File: src/rtl/uart_pkg.sv
// Shared UART definitions: the frame state encoding, the baud divisor and the parity helper.
// The receive side imports the same package.
package uart_pkg;

    typedef enum logic [2:0] {
        IDLE   = 3'd0,
        START  = 3'd1,
        DATA   = 3'd2,
        PARITY = 3'd3,
        STOP   = 3'd4
    } uart_state_e;

    localparam int unsigned MAX_BITS = 16;

    function automatic int unsigned clk_max(input int unsigned rate, input int unsigned baud);
        return rate / baud;
    endfunction

    // Words narrower than MAX_BITS are zero-extended, which leaves XOR parity unchanged.
    function automatic logic parity(input logic [MAX_BITS-1:0] word, input logic odd);
        return (^word) ^ odd;
    endfunction

endpackage

File: src/rtl/uart_tx_if.sv
// Word handshake between a word source and the UART transmitter.
interface uart_tx_if #(
    parameter int unsigned N_BITS = 8
) ();

    logic [N_BITS-1:0] data_in;
    logic              data_valid;
    logic              data_ready;

    modport master (output data_in, output data_valid, input data_ready);
    modport slave  (input data_in, input data_valid, output data_ready);

endinterface

File: src/rtl/uart_baud_div.sv
// Free-running baud counter. tick_c marks the last cycle of each bit period.
// clr restarts the period so the first bit is a full period long.
module uart_baud_div #(
    parameter int unsigned COUNT_MAX = 4
) (
    input  logic clk,
    input  logic rst,
    input  logic clr,
    output logic tick_c
);

    localparam int unsigned CW = $clog2(COUNT_MAX) + 1;
    localparam logic [CW-1:0] LAST = CW'(COUNT_MAX - 1);

    logic [CW-1:0] count;

    assign tick_c = (count == LAST);

    always_ff @(posedge clk) begin
        if (rst || clr || tick_c) begin
            count <= '0;
        end else begin
            count <= count + CW'(1);
        end
    end

endmodule

File: src/rtl/uart_tx.sv
// UART transmitter: accepts one word per valid/ready handshake and sends
// start, data LSB-first, optional parity and stop bits on a registered tx line.
module uart_tx
    import uart_pkg::*;
#(
    parameter int unsigned CLK_RATE   = 12000000,
    parameter int unsigned BAUD_RATE  = 115200,
    parameter int unsigned N_BITS     = 8,
    parameter int unsigned PARITY_EN  = 0,
    parameter int unsigned PARITY_ODD = 0,
    parameter int unsigned STOP_BITS  = 1
) (
    input  logic      clk,
    input  logic      rst,
    uart_tx_if.slave  src,
    output logic      tx,
    output logic      busy,
    output logic      done
);

    localparam int unsigned CLK_MAX = clk_max(CLK_RATE, BAUD_RATE);
    localparam int unsigned BW      = $clog2(N_BITS) + 1;
    localparam logic [BW-1:0] LAST_BIT  = BW'(N_BITS - 1);
    localparam logic [BW-1:0] LAST_STOP = BW'(STOP_BITS - 1);

    if (CLK_MAX < 2) begin : g_clk_max_chk
        $error("uart_tx: CLK_RATE/BAUD_RATE must be at least 2");
    end
    if (N_BITS < 5 || N_BITS > MAX_BITS) begin : g_n_bits_chk
        $error("uart_tx: N_BITS must be in 5..16");
    end
    if (STOP_BITS < 1 || STOP_BITS > 2) begin : g_stop_chk
        $error("uart_tx: STOP_BITS must be 1 or 2");
    end

    uart_state_e       state, state_nxt;
    logic [N_BITS-1:0] shreg, shreg_nxt;
    logic [BW-1:0]     bit_cnt, bit_cnt_nxt;
    logic              par_q, par_nxt;
    logic              tx_nxt, busy_nxt, done_nxt;
    logic              accept_c;
    logic              tick_c;

    assign src.data_ready = (state == IDLE) && !rst;
    assign accept_c       = src.data_valid && src.data_ready;

    uart_baud_div #(
        .COUNT_MAX (CLK_MAX)
    ) u_baud (
        .clk    (clk),
        .rst    (rst),
        .clr    (accept_c),
        .tick_c (tick_c)
    );

    // State and datapath registers; reset discards any word in flight.
    always_ff @(posedge clk) begin
        if (rst) begin
            state   <= IDLE;
            shreg   <= '0;
            bit_cnt <= '0;
            par_q   <= 1'b0;
            tx      <= 1'b1;
            busy    <= 1'b0;
            done    <= 1'b0;
        end else begin
            state   <= state_nxt;
            shreg   <= shreg_nxt;
            bit_cnt <= bit_cnt_nxt;
            par_q   <= par_nxt;
            tx      <= tx_nxt;
            busy    <= busy_nxt;
            done    <= done_nxt;
        end
    end

    // Next state: every transition after START waits for a baud tick.
    always_comb begin
        state_nxt   = state;
        shreg_nxt   = shreg;
        bit_cnt_nxt = bit_cnt;
        par_nxt     = par_q;
        case (state)
            IDLE: begin
                if (accept_c) begin
                    state_nxt   = START;
                    shreg_nxt   = src.data_in;
                    bit_cnt_nxt = '0;
                    par_nxt     = parity(MAX_BITS'(src.data_in), 1'(PARITY_ODD));
                end
            end
            START: begin
                if (tick_c) state_nxt = DATA;
            end
            DATA: begin
                if (tick_c) begin
                    shreg_nxt = shreg >> 1;
                    if (bit_cnt == LAST_BIT) begin
                        bit_cnt_nxt = '0;
                        state_nxt   = (PARITY_EN != 0) ? PARITY : STOP;
                    end else begin
                        bit_cnt_nxt = bit_cnt + BW'(1);
                    end
                end
            end
            PARITY: begin
                if (tick_c) state_nxt = STOP;
            end
            STOP: begin
                if (tick_c) begin
                    if (bit_cnt == LAST_STOP) begin
                        bit_cnt_nxt = '0;
                        state_nxt   = IDLE;
                    end else begin
                        bit_cnt_nxt = bit_cnt + BW'(1);
                    end
                end
            end
            default: state_nxt = IDLE;
        endcase
    end

    // Outputs are computed from the next state so tx/busy/done line up with it.
    always_comb begin
        tx_nxt   = 1'b1;
        busy_nxt = (state_nxt != IDLE);
        done_nxt = (state == STOP) && (state_nxt == IDLE);
        case (state_nxt)
            START:   tx_nxt = 1'b0;
            DATA:    tx_nxt = shreg_nxt[0];
            PARITY:  tx_nxt = par_nxt;
            default: tx_nxt = 1'b1;
        endcase
    end

endmodule

File: src/flat_wrapper.sv
// flat-port wrapper written by rule: the top's interface ports become plain ports
module uart_tx_flat import uart_pkg::*;
#(
    parameter int unsigned CLK_RATE   = 12000000,
    parameter int unsigned BAUD_RATE  = 115200,
    parameter int unsigned N_BITS     = 8,
    parameter int unsigned PARITY_EN  = 0,
    parameter int unsigned PARITY_ODD = 0,
    parameter int unsigned STOP_BITS  = 1
)
  (clk, rst, tx, busy, done, src_data_in, src_data_valid, src_data_ready);
  uart_tx_if #(.N_BITS(N_BITS)) src_i ();
  input  logic clk;
  input  logic rst;
  output logic tx;
  output logic busy;
  output logic done;
  input wire logic [$bits(src_i.data_in)-1:0] src_data_in;
  input wire logic [$bits(src_i.data_valid)-1:0] src_data_valid;
  output wire logic [$bits(src_i.data_ready)-1:0] src_data_ready;
  assign src_i.data_in = src_data_in;
  assign src_i.data_valid = src_data_valid;
  assign src_data_ready = src_i.data_ready;
  uart_tx #(.CLK_RATE(CLK_RATE), .BAUD_RATE(BAUD_RATE), .N_BITS(N_BITS), .PARITY_EN(PARITY_EN), .PARITY_ODD(PARITY_ODD), .STOP_BITS(STOP_BITS)) u_core (.clk(clk), .rst(rst), .src(src_i), .tx(tx), .busy(busy), .done(done));
endmodule
File: config.mk
export PLATFORM = sky130hd
export DESIGN_NAME = uart_tx_flat
export DESIGN_NICKNAME = d
export VERILOG_FILES = /design/src/rtl/uart_pkg.sv /design/src/rtl/uart_tx_if.sv /design/src/rtl/uart_baud_div.sv /design/src/rtl/uart_tx.sv /design/src/flat_wrapper.sv
export SDC_FILE = /design/constraint.sdc
export NUM_CORES = 1
export LEC_CHECK = 0
export ABC_AREA = 1
export CAP_MARGIN = 20
export CORE_ASPECT_RATIO = 1.25
export CORE_MARGIN = 4
export CORE_UTILIZATION = 55
export DETAILED_ROUTE_END_ITERATION = 7
export PLACE_DENSITY = 0.77
export SLEW_MARGIN = 20
export SYNTH_ARGS = -nofsm -noshare
export SYNTH_HDL_FRONTEND = slang
export SYNTH_SLANG_ARGS = --single-unit
File: constraint.sdc
create_clock -name clk -period 1.6 [get_ports clk]
set_input_delay 0.16 -clock clk [delete_from_list [all_inputs] [get_ports clk]]
set_output_delay 0.16 -clock clk [all_outputs]
set_load 0.005 [all_outputs]
### Yosys cells after proc, flatten, opt, wreduce, memory -nomap -nowiden

Index checks and enable logic that the tools add are counted.

| cells by class | value |
|---|---|
| add/subtract/negate cells | 2 |
| equal/unequal tests | 12 |
| multiplexer cells | 20 |
| reductions and logical operators | 15 |

Operator list:

| operator | count |
|---|---|
| two-way mux 3 bit | 7 |
| two-way mux 4 bit | 5 |
| two-way mux 8 bit | 2 |
| one-hot mux 8 bit (2 select lines) | 1 |
| parity 16 bit | 1 |
| one-hot mux 3 bit (5 select lines) | 1 |
| == test 3 x 2 -> 1 bit (second input constant) | 4 |
| one-hot mux 4 bit (3 select lines) | 1 |
| adder 8 x 1 -> 8 bit (second input constant) | 1 |
| == test 8 x 7 -> 1 bit (second input constant) | 1 |
| == test 3 x 1 -> 1 bit (second input constant) | 2 |
| logical NOT 3 bit | 2 |
| inequality test 2 bit (second input constant) | 3 |
| nonzero test 3 bit | 2 |
| adder 4 x 1 -> 4 bit (second input constant) | 1 |
| == test 4 x 3 -> 1 bit (second input constant) | 1 |
| logical NOT 4 bit | 1 |
| AND reduction 4 bit | 1 |
| == test 3 bit (second input constant) | 1 |
| logical AND 1 bit | 3 |
| one-hot mux 1 bit (3 select lines) | 1 |
| AND reduction 3 bit | 1 |
| logical OR 1 bit | 2 |
| two-way mux 1 bit | 2 |
| 2 further kinds | 2 |

| word-level totals | value |
|---|---|
| register bits after elaboration | 27 |
| input bits | 11 |
| output and inout bits | 4 |
| word-level logic and storage cells | 58 |

### Logic depth before layout (Yosys ltp)

Gate-level depths: netlist (run 1).

| logic depth | value |
|---|---|
| depth in word-level cells | 7 |
| depth in mapped cells | 10 |
| depth with buffers taken out | 10 |

### Hierarchy

Synthesis (run 1) repeated with hierarchy kept, for this count alone.

| second synthesis, totals | value |
|---|---|
| cell total of the unflattened synthesis | 236 |
| area, all modules | 1,615.3 um^2 |

Modules (own cells, without submodules):

| module | times used | cells an instance | area each (um^2) | seq. area each (um^2) |
|---|---|---|---|---|
| uart_tx | 1 | 181 | 1,179.9 | 380.4 |
| uart_baud_div | 1 | 55 | 435.4 | 160.2 |

### Worst setup path after synthesis (run 1)

No wires, ideal clock.

| timing path | value |
|---|---|
| path kind | reg-to-reg |
| start | register u_core.u_baud.count[0] |
| end | register u_core.bit_cnt[0] |
| setup time | 0.118 ns |
| data arrival time | 1.255 ns |
| data required time | 1.482 ns |
| slack | 0.227 ns |
| stages on the path, launching flop included | 9 |
| path buffers | 0 |
| period minus slack after synthesis | 1.373 ns |
| cells stage by stage | dfxtp_1 ha_1 nand3_1 inv_1 nand2_2 nand2_1 nand3_4 o21ai_1 nor2_1 |

| between the ends | value |
|---|---|
| word-level cells in the longest chain between the ends | 3 |
| elaborated cells on any way between the ends | 4 |
| classes of those cells | eq/ne: 3; reduce/logical: 1 |

RTL lines:

| element | RTL line | text |
|---|---|---|
| start: declaration | uart_baud_div.sv:15 | `logic [CW-1:0] count;` |
| start signal: assignment | uart_baud_div.sv:23 | `count <= count + CW'(1);` |
| == test 8 x 7 -> 1 bit (*) | uart_baud_div.sv:17 | `assign tick_c = (count == LAST);` |
| inequality test 2 bit (no line) | - |  |
| AND reduction 4 bit (no line) (*) | - |  |
| end signal: assignment | uart_tx.sv:69 | `bit_cnt <= bit_cnt_nxt;` |
| end: declaration | uart_tx.sv:38 | `logic [BW-1:0] bit_cnt, bit_cnt_nxt;` |

Every way passes the cells marked *; elsewhere a longest branch is shown, timed or not.
A chain may end at the register's enable or synchronous reset.

### Worst setup path after layout (run 1)

| timing path | value |
|---|---|
| start | register u_core.state[2] |
| end | register u_core.tx |

| between the ends | value |
|---|---|
| word-level cells in the longest chain between the ends | 7 |
| elaborated cells on any way between the ends | 23 |
| classes of those cells | eq/ne: 7; mux: 13; reduce/logical: 3 |

RTL lines:

| element | RTL line | text |
|---|---|---|
| start: declaration | uart_tx.sv:36 | `uart_state_e state, state_nxt;` |
| start signal: assignment | uart_tx.sv:67 | `state <= state_nxt;` |
| logical NOT 3 bit | uart_tx.sv:44, uart_tx.sv:83 |  |
| logical AND 1 bit | uart_tx.sv:44 | `assign src.data_ready = (state == IDLE) && !rst;` |
| logical AND 1 bit | uart_tx.sv:45 | `assign accept_c = src.data_valid && src.data_ready;` |
| two-way mux 3 bit | uart_tx.sv:85 | `if (accept_c) begin` |
| one-hot mux 3 bit (5 select lines) | uart_tx.sv:83 | `case (state)` |
| == test 3 x 2 -> 1 bit or == test 3 x 1 -> 1 bit (tied branches) | uart_tx.sv:128 | `case (state_nxt)` |
| one-hot mux 1 bit (3 select lines) (*) | uart_tx.sv:128 |  |
| end signal: assignment | uart_tx.sv:71 | `tx <= tx_nxt;` |
| end: declaration | uart_tx.sv:16 | `output logic tx,` |

Every way passes the cells marked *; elsewhere a longest branch is shown, timed or not. The select of a mux whose other input is x is not followed.

==> results of run 1 <==
-- metal layers --
layer / GRT usage (%) / share of wire [%] / vias to the layer above
li1: - / - / 794
met1: 18.9 / 45 / 651
met2: 32.6 / 52 / 13
met3: 2.26 / 2.0 / 2
met4: 5.04 / 0.57 / 0
met5: 0 / 0 / -
-- power groups by stage --
stage                     registers, mW  clock network (mW)  logic, mW
after global placement            0.735                   0      0.232
after global routing              0.724               0.319      0.267
after CTS                         0.720               0.299      0.237
after floorplan                   0.732                   0      0.158
final                             0.720               0.286      0.236
after detailed placement          0.736                   0      0.235
-- logic make-up (layout without fill, tap and decap cells) --
group	after synthesis	count (layout)
simple gates	143	143
buf+inv	36	55
flops	27	27
compound gates	25	25
xor+xnor	5	5
fa+ha+maj	3	3
-- Yosys cell counts, types with 2 or more instances --
library cell  instances
nor3_1                4
nor2_2                2
xor2_1                3
o21ai_1               4
nand2_4               2
nand2_2               2
nand3_4               2
inv_1                29
a21oi_1               7
nand3_1              14
nand2_1              82
a31oi_1               7
xnor2_1               2
nor3b_1               3
and3_1                2
nor2_1               23
inv_2                 4
dfxtp_1              27
ha_1                  3
-- registers in the layout, indices dropped and copies added (netlist names) --
| signal | flops |
|---|---|
| u_core.u_baud.count | 8 |
| u_core.bit_cnt | 4 |
| u_core.par_q | 1 |
| u_core.done | 1 |
| u_core.tx | 1 |
| u_core.state | 3 |
| u_core.shreg | 8 |
| u_core.busy | 1 |
-- worst min path at each step --
stage | from | end | slack [ps] | cells after the start
after floorplan | src_data_in[7] | u_core.shreg[7] | 310 | 2
final | u_core.u_baud.count[0] | u_core.u_baud.count[0] | 430 | 1
after global routing | u_core.u_baud.count[0] | u_core.u_baud.count[0] | 430 | 1
after detailed placement | u_core.u_baud.count[0] | u_core.u_baud.count[0] | 440 | 1
after global placement | u_core.u_baud.count[0] | u_core.u_baud.count[0] | 440 | 1
after CTS | src_data_in[7] | u_core.shreg[7] | 450 | 3
-- layout make-up --
type | count | area [um2]
tap | 34 | 42.5
clock buffer | 4 | 26.3
multi-input combinational | 176 | 920
sequential | 27 | 548
inverter | 33 | 124
fill | 266 | 903
timing repair buffer | 18 | 169
-- repair_timing --
item | 4_1_cts | 5_1_grt
pin swaps | 1 | 0
endpoints found under the setup margin | 1 | 8
resized for setup | 5 | 5
buffers inserted | 1 | 0
-- worst max-delay path, stage by stage (launching register included) --
cell and delay [ps]:
dfxtp_1 480, inv_2 80, nand2_2 100, buf_4 130, nor3_2 30, buf_4 170, or2_2 290, nand3_1 80
nand3_1 60
-- through the flow --
stage / power (mW) / hold WS (ps)
after floorplan: 0.890 / 307
after global placement: 0.966 / 441
after detailed placement: 0.970 / 440
after CTS: 1.26 / 448
after global routing: 1.31 / 433
final: 1.24 / 425
==> reports/results.ini, run 1 <==
[placed_design]
dp.final_hpwl_mm=2.43
gp_congestion=0.867
dp_cells=287
port-buffer-count=14
place_area_mm2=0.00178
dp_slack_ps=49.7

[grt]
grt_pass1_wl_mm=5.14
grt_max_degree=17
gr-usage-all-layers_pct=16.7
antenna_found_initial=0
grt_pass1_vias=1291
grt_overflow=0

[sta]
min_period_over_period_pct=94.7
finalSetupTns_ps=0
skew_ps=7.57
hold_viol=0
maxSlewViolCount=0
fmax_mhz=660
slew_headroom_pct=82.6
report.final.setup_viol=0
layout_min_cycle_time_ps=1520
tightest_slew_ps=260
rsz0062_at_grt=no
timing.final.ws_setup_ps=84.4

[setup_path]
critPathCaptureType=flip-flop
rr_startpoint=u_core.state[2]
rr_endpoint=u_core.tx
startpoint_type=flip-flop
crit_end=u_core.tx
r2r_setup_slack_ps=80
crit_required_ps=1820
reg2reg_depth=8
crit_fanout=11
path_class=reg2reg
startpoint=u_core.state[2]
arrival_ps=1740

[synth]
yosys_warnings=0
netlist_instances=239
synthFlopType=dfxtp_1
synth_edf_count=0
synth.distinct_cells=36
synth_top_cell_by_area=dfxtp_1
avgSynthCellArea_um2=6.64
synth-seq-area-share_pct=34.1
synth_xor_area_share_pct=2.76
synthArstFlopShare_pct=0
syn_area_mm2=0.00159
synth_top_family_by_area=simple AND/OR/NAND/NOR gates
synth-simple-area-share_pct=42.0
muxShareOfSynthArea_pct=0
synth_compound_area_share_pct=10.0
synth_area_leaders=dfxtp_1, nand2_1, inv_1
synthAdderAreaFrac_pct=2.37
yosysTopAreaCellShare_pct=34.1
ys_seq_elements=27
synth_nets=253

[clocking]
clockBufferDepth=2
cts_buffers=3
cts_tree=built
root_buffer=clkbuf_4
hold_buffers=0
htreeDepth=1
clock_latency_ps=310
cts.sinks=27
clk_pin_slew_worst_paths_ps=140

[floorplanning]
die_area_mm2=0.00381
start_util_pct=58.1
io-pin-count=15
die_w_um=56.0
die_y_um=68.1
core_area_mm2=0.00273
rows=21

[final_layout]
final_util_pct=66.9
layout-drive-gt1-share_pct=12.8
diodes=0
areaGrowthSynthToFinish_pct=15.3
fin_cells=292
final_nets=273
layout_commonest_cell=nand2_1
final_cell_mix=nand2_1, inv_1, dfxtp_1
fin_area_mm2=0.00183

[power]
p_clk_share_pct=23.0
power_frac_comb_pct=19.0
power_density_mw_per_mm2=679
p_sw_uw=339
intPower_uw=903
ir_worst_vdd_mv=0.410
seq_power_share_pct=58.0
p_leak_nw=0.833
switching_share_pct=27.3

[drt]
drtPass1Iterations=4
finalWirelength_mm=3.01
drcViolationCount=0
via_per_inst=5.00
drtAntennaViolNets=0
routedWlPerCell_um=10.3
num_vias=1460
drtIter0Drc=48

[flow_run]
max_cap_viol_count=0

[outcome]
status=finished clean

[min_path]
min-delay-path-class=reg2reg

(Power assumes the default switching activity.)
==> inputs of run 2 (changes only) <==
- CORE_MARGIN: 4 -> 1
==> run 2 against run 1 <==
Critical endpoint is now u_core.bit_cnt[0]. Global-route usage up 5.5 points. First-iteration DRC count decreased by 35%. Core utilization grew 2.3 points. Largest cell class unchanged.
==> reports/results.ini, run 2 (synthesized netlist as in run 1, its figures left out) <==
[clocking]
cts.sinks=27
clockBufferDepth=2
clk_pin_slew_worst_paths_ps=140
htreeDepth=1
clock_latency_ps=330
hold_buffers=0
root_buffer=clkbuf_4
cts_tree=built
cts_buffers=3

[final_layout]
final_util_pct=69.2
layout_commonest_cell=nand2_1
layout-drive-gt1-share_pct=16.0
fin_cells=297
areaGrowthSynthToFinish_pct=18.1
final_cell_mix=nand2_1, inv_1, dfxtp_1
final_nets=278
diodes=0
reg_top3=u_core.shreg x8, u_core.u_baud.count x8, u_core.bit_cnt x4
nFillCells=238
fin_area_mm2=0.00187

[floorplanning]
die_y_um=62.1
core_area_mm2=0.00271
start_util_pct=58.6
rows=21
io-pin-count=15
die_w_um=50.0
die_area_mm2=0.00310

[grt]
grt_max_degree=15
antenna_found_initial=0
grt_overflow=0
grt_pass1_wl_mm=5.28
grt_pass1_vias=1315
gr-usage-all-layers_pct=22.2

[sta]
layout_min_cycle_time_ps=1470
tightest_slew_ps=389
min_period_over_period_pct=91.8
skew_ps=2.79
fmax_mhz=681
finalSetupTns_ps=0
report.final.setup_viol=0
timing.final.ws_setup_ps=131
hold_viol=0
slew_headroom_pct=73.9
hold_slack_ps=431
maxSlewViolCount=0
rsz0062_at_grt=yes

[setup_path]
cp_slowest_cell=dfxtp_1
crit_family=simple AND/OR/NAND/NOR gates
critPathBufInv=1
path_class=reg2reg
arrival_ps=1710
path_cells=ha_2 > nand3_1 > inv_1 > nand2_2 > nand2_1 > nand3_4 > o21ai_2 > nor2_1
startpoint_type=flip-flop
max_stage_delay_ps=370
critPathCaptureType=flip-flop
crit_required_ps=1840
crit_fanout=8

[drt]
drtAntennaViolNets=0
drtPass1Iterations=4
drcViolationCount=0
drtIter0Drc=31
via_per_inst=5.14
finalWirelength_mm=3.23
num_vias=1527
routedWlPerCell_um=10.9

[placed_design]
dp_cells=290
port-buffer-count=14
place_area_mm2=0.00180
gp_congestion=0.819
dp.final_hpwl_mm=2.48
dp_slack_ps=71.3

[min_path]
min-delay-path-class=in2reg

[flow_run]
max_cap_viol_count=0

[power]
p_leak_nw=0.853
ir_worst_vdd_mv=0.443
power_density_mw_per_mm2=679
finalPower_mw=1.27

[outcome]
status=finished clean

==> run 2: repair_timing <==
item | in CTS | in global routing
pin swaps | 1 | 0
cloned | 0 | 0
resized for setup | 4 | 10
buffers inserted | 3 | 0
endpoints found under the setup margin | 1 | 14
==> run 2: final cells by class <==
cell class	instances	area (um2)	area share, %
Multi-Input combinational cell	176	925	49.4
Sequential cell	27	549	29.3
Timing Repair Buffer	23	206	11.0
Inverter	33	124	6.61
Tap cell	34	42.5	2.27
Clock buffer	4	26.3	1.40
==> run 2: per-layer routing <==
metal | up-vias | GRT usage (%) | wire length [um]
met5 | - | 0 | 0
met1 | 681 | 25.0 | 1390
met4 | 0 | 8.57 | 63
met2 | 28 | 43.2 | 1710
met3 | 9 | 2.19 | 60
li1 | 809 | - | -
==> run 2: worst min-delay path, delay by kind of cell <==
family	cells	cell delay, ps
compound gates	1	50
buf+inv	1	440
simple gates	1	80
==> run 2: power by group <==
group | internal [mW] | leakage [nW] | switching, mW | total (mW)
Sequential | 0.702 | 0.222 | 0.0181 | 0.721
Clock | 0.0978 | 0.0150 | 0.203 | 0.301
Combinational | 0.114 | 0.616 | 0.137 | 0.251
==> run 2: worst paths after layout <==
kind | from | to | slack (ps) | depth (start not counted)
worst max-delay path | u_core.u_baud.count[1] | u_core.bit_cnt[0] | 130 | 8
worst min register to register | u_core.u_baud.count[0] | u_core.u_baud.count[0] | 440 | 1
worst max register to register | u_core.u_baud.count[1] | u_core.bit_cnt[0] | 130 | 8
worst min-delay path | src_data_in[7] | u_core.shreg[7] | 430 | 3
==> inputs of run 3 (changes only) <==
- CORE_UTILIZATION: 55 -> 30
- PLACE_DENSITY: 0.77 -> not set
==> run 3 against run 2 <==
First-iteration DRC count is 110% higher. Highest routed layer unchanged. Power is 7.2% higher. Setup slack better by 11 ps. Sequential cell count stayed put. Design area is 2.2% higher. Clock power is 32% higher. Via count is 3.2% lower. Sequential share of layout area is 0.96 points lower.
==> reports/results.ini, run 3 (synthesized netlist as in run 1, its figures left out) <==
[outcome]
status=finished clean

[final_layout]
multi_input_area_um2=926
layout-drive-gt1-share_pct=13.7
final_util_pct=37.7
nFillCells=552
regArea_um2=543
areaGrowthSynthToFinish_pct=20.7
fin_area_mm2=0.00191
final_nets=277
final_cell_mix=nand2_1, inv_1, dfxtp_1
diodes=0
reg_top3=u_core.shreg x8, u_core.u_baud.count x8, u_core.bit_cnt x4
layout_commonest_cell=nand2_1

[power]
power_density_mw_per_mm2=713
ir_worst_vdd_mv=0.303
p_leak_nw=0.857

[clocking]
htreeDepth=1
cts_tree=built
clockBufferDepth=2
clock_latency_ps=280
root_buffer=clkbuf_8
cts_buffers=3
cts.sinks=27
clk_pin_slew_worst_paths_ps=90
hold_buffers=0

[grt]
grt_overflow=0
grt_pass1_wl_mm=5.66
grt_pass1_vias=1340
antenna_found_initial=0
grt_max_degree=15
gr-usage-all-layers_pct=13.0

[floorplanning]
die_y_um=83.3
rows=29
die_w_um=67.0
core_area_mm2=0.00508
start_util_pct=31.2
die_area_mm2=0.00559
io-pin-count=15

[placed_design]
place_area_mm2=0.00184
gp_congestion=0.792
port-buffer-count=14
dp.final_hpwl_mm=2.56

[sta]
report.final.setup_viol=0
fmax_mhz=686
maxSlewViolCount=0
tightest_slew_ps=311
min_period_over_period_pct=91.1
rsz0062_at_grt=no
slew_headroom_pct=79.2
skew_ps=3.61
layout_min_cycle_time_ps=1460
hold_viol=0
finalSetupTns_ps=0

[drt]
num_vias=1478
drcViolationCount=0
routedWlPerCell_um=10.1
finalWirelength_mm=3.26
drtIter0Drc=64
via_per_inst=4.56
drtPass1Iterations=4
drtAntennaViolNets=0

[setup_path]
crit_required_ps=1780
crit_end=u_core.bit_cnt[2]
rr_startpoint=u_core.u_baud.count[0]
startpoint=u_core.u_baud.count[0]
rr_endpoint=u_core.bit_cnt[2]
startpoint_type=flip-flop
arrival_ps=1630
crit_fanout=8
critPathCaptureType=flip-flop
reg2reg_depth=8
r2r_setup_slack_ps=140
path_class=reg2reg

[min_path]
min-delay-path-class=reg2reg

[flow_run]
max_cap_viol_count=0

==> run 3: changes by cell type in the layout (fill, tap and decap cells not counted), moves of 2 or more <==
| cell | before | now |
|---|---|---|
| clkbuf_4 | 3 | 0 |
| clkbuf_8 | 0 | 3 |
| dfxtp_1 | 22 | 25 |
| dfxtp_2 | 4 | 2 |
| nor2_1 | 21 | 23 |
| nor2_2 | 4 | 2 |
==> run 3: metal layers <==
metal	share of wire [%]	track usage, %	up-vias
li1	-	-	806
met1	46	16.2	642
met2	49	21.6	24
met3	2.9	2.06	6
met4	1.8	5.22	0
met5	0	0	-
==> run 3: worst min path at each step <==
| stage | end | slack (ps) | start | cells after the start |
|---|---|---|---|---|
| 2_1_floorplan | u_core.shreg[7] | 310 | src_data_in[7] | 2 |
| 3_5_place_dp | u_core.u_baud.count[0] | 440 | u_core.u_baud.count[0] | 1 |
| 3_3_place_gp | u_core.u_baud.count[0] | 430 | u_core.u_baud.count[0] | 1 |
| 4_1_cts | u_core.u_baud.count[0] | 460 | u_core.u_baud.count[0] | 1 |
| 5_1_grt | u_core.u_baud.count[0] | 440 | u_core.u_baud.count[0] | 1 |
| 6_report | u_core.u_baud.count[0] | 430 | u_core.u_baud.count[0] | 1 |
==> run 3: critical path, cell delays in order (launching register included) <==
cell	delay [ps]
dfxtp_2	350
ha_2	190
nand3_1	110
inv_1	80
nand2_2	100
nand2_1	140
nand3_4	140
o21ai_1	180
nor2_1	60
==> run 3: cell type report <==
type | count | share of cell area [%]
clock buffers | 4 | 2.35
inverters | 33 | 6.47
multi-input cells | 176 | 48.4
flip-flops and latches | 27 | 28.4
well taps | 62 | 4.05
repair buffers | 22 | 10.4
==> run 3: stage by stage <==
step / hold WS, ps / setup WS (ps) / instances / power, mW
floorplan: 307 / 227 / 239 / 0.890
global placement: 427 / 35.1 / 319 / 0.974
detailed placement: 441 / -1.40 / 319 / 0.977
CTS: 461 / 60.8 / 324 / 1.37
global route: 440 / 22.3 / 324 / 1.44
finish: 427 / 142 / 324 / 1.36
==> run 3: what timing repair did <==
item                                    CTS  global route
endpoints found under the setup margin    1            14
pin swaps                                 2             1
gates resized for setup                   2             7
setup buffers                             1             0
endpoints found under the hold margin     0             0
==> run 3: power breakdown <==
group          internal [mW]  switching [mW]
Combinational          0.112           0.135
Sequential             0.702          0.0193
Clock                  0.179           0.218
Total                  0.992           0.373
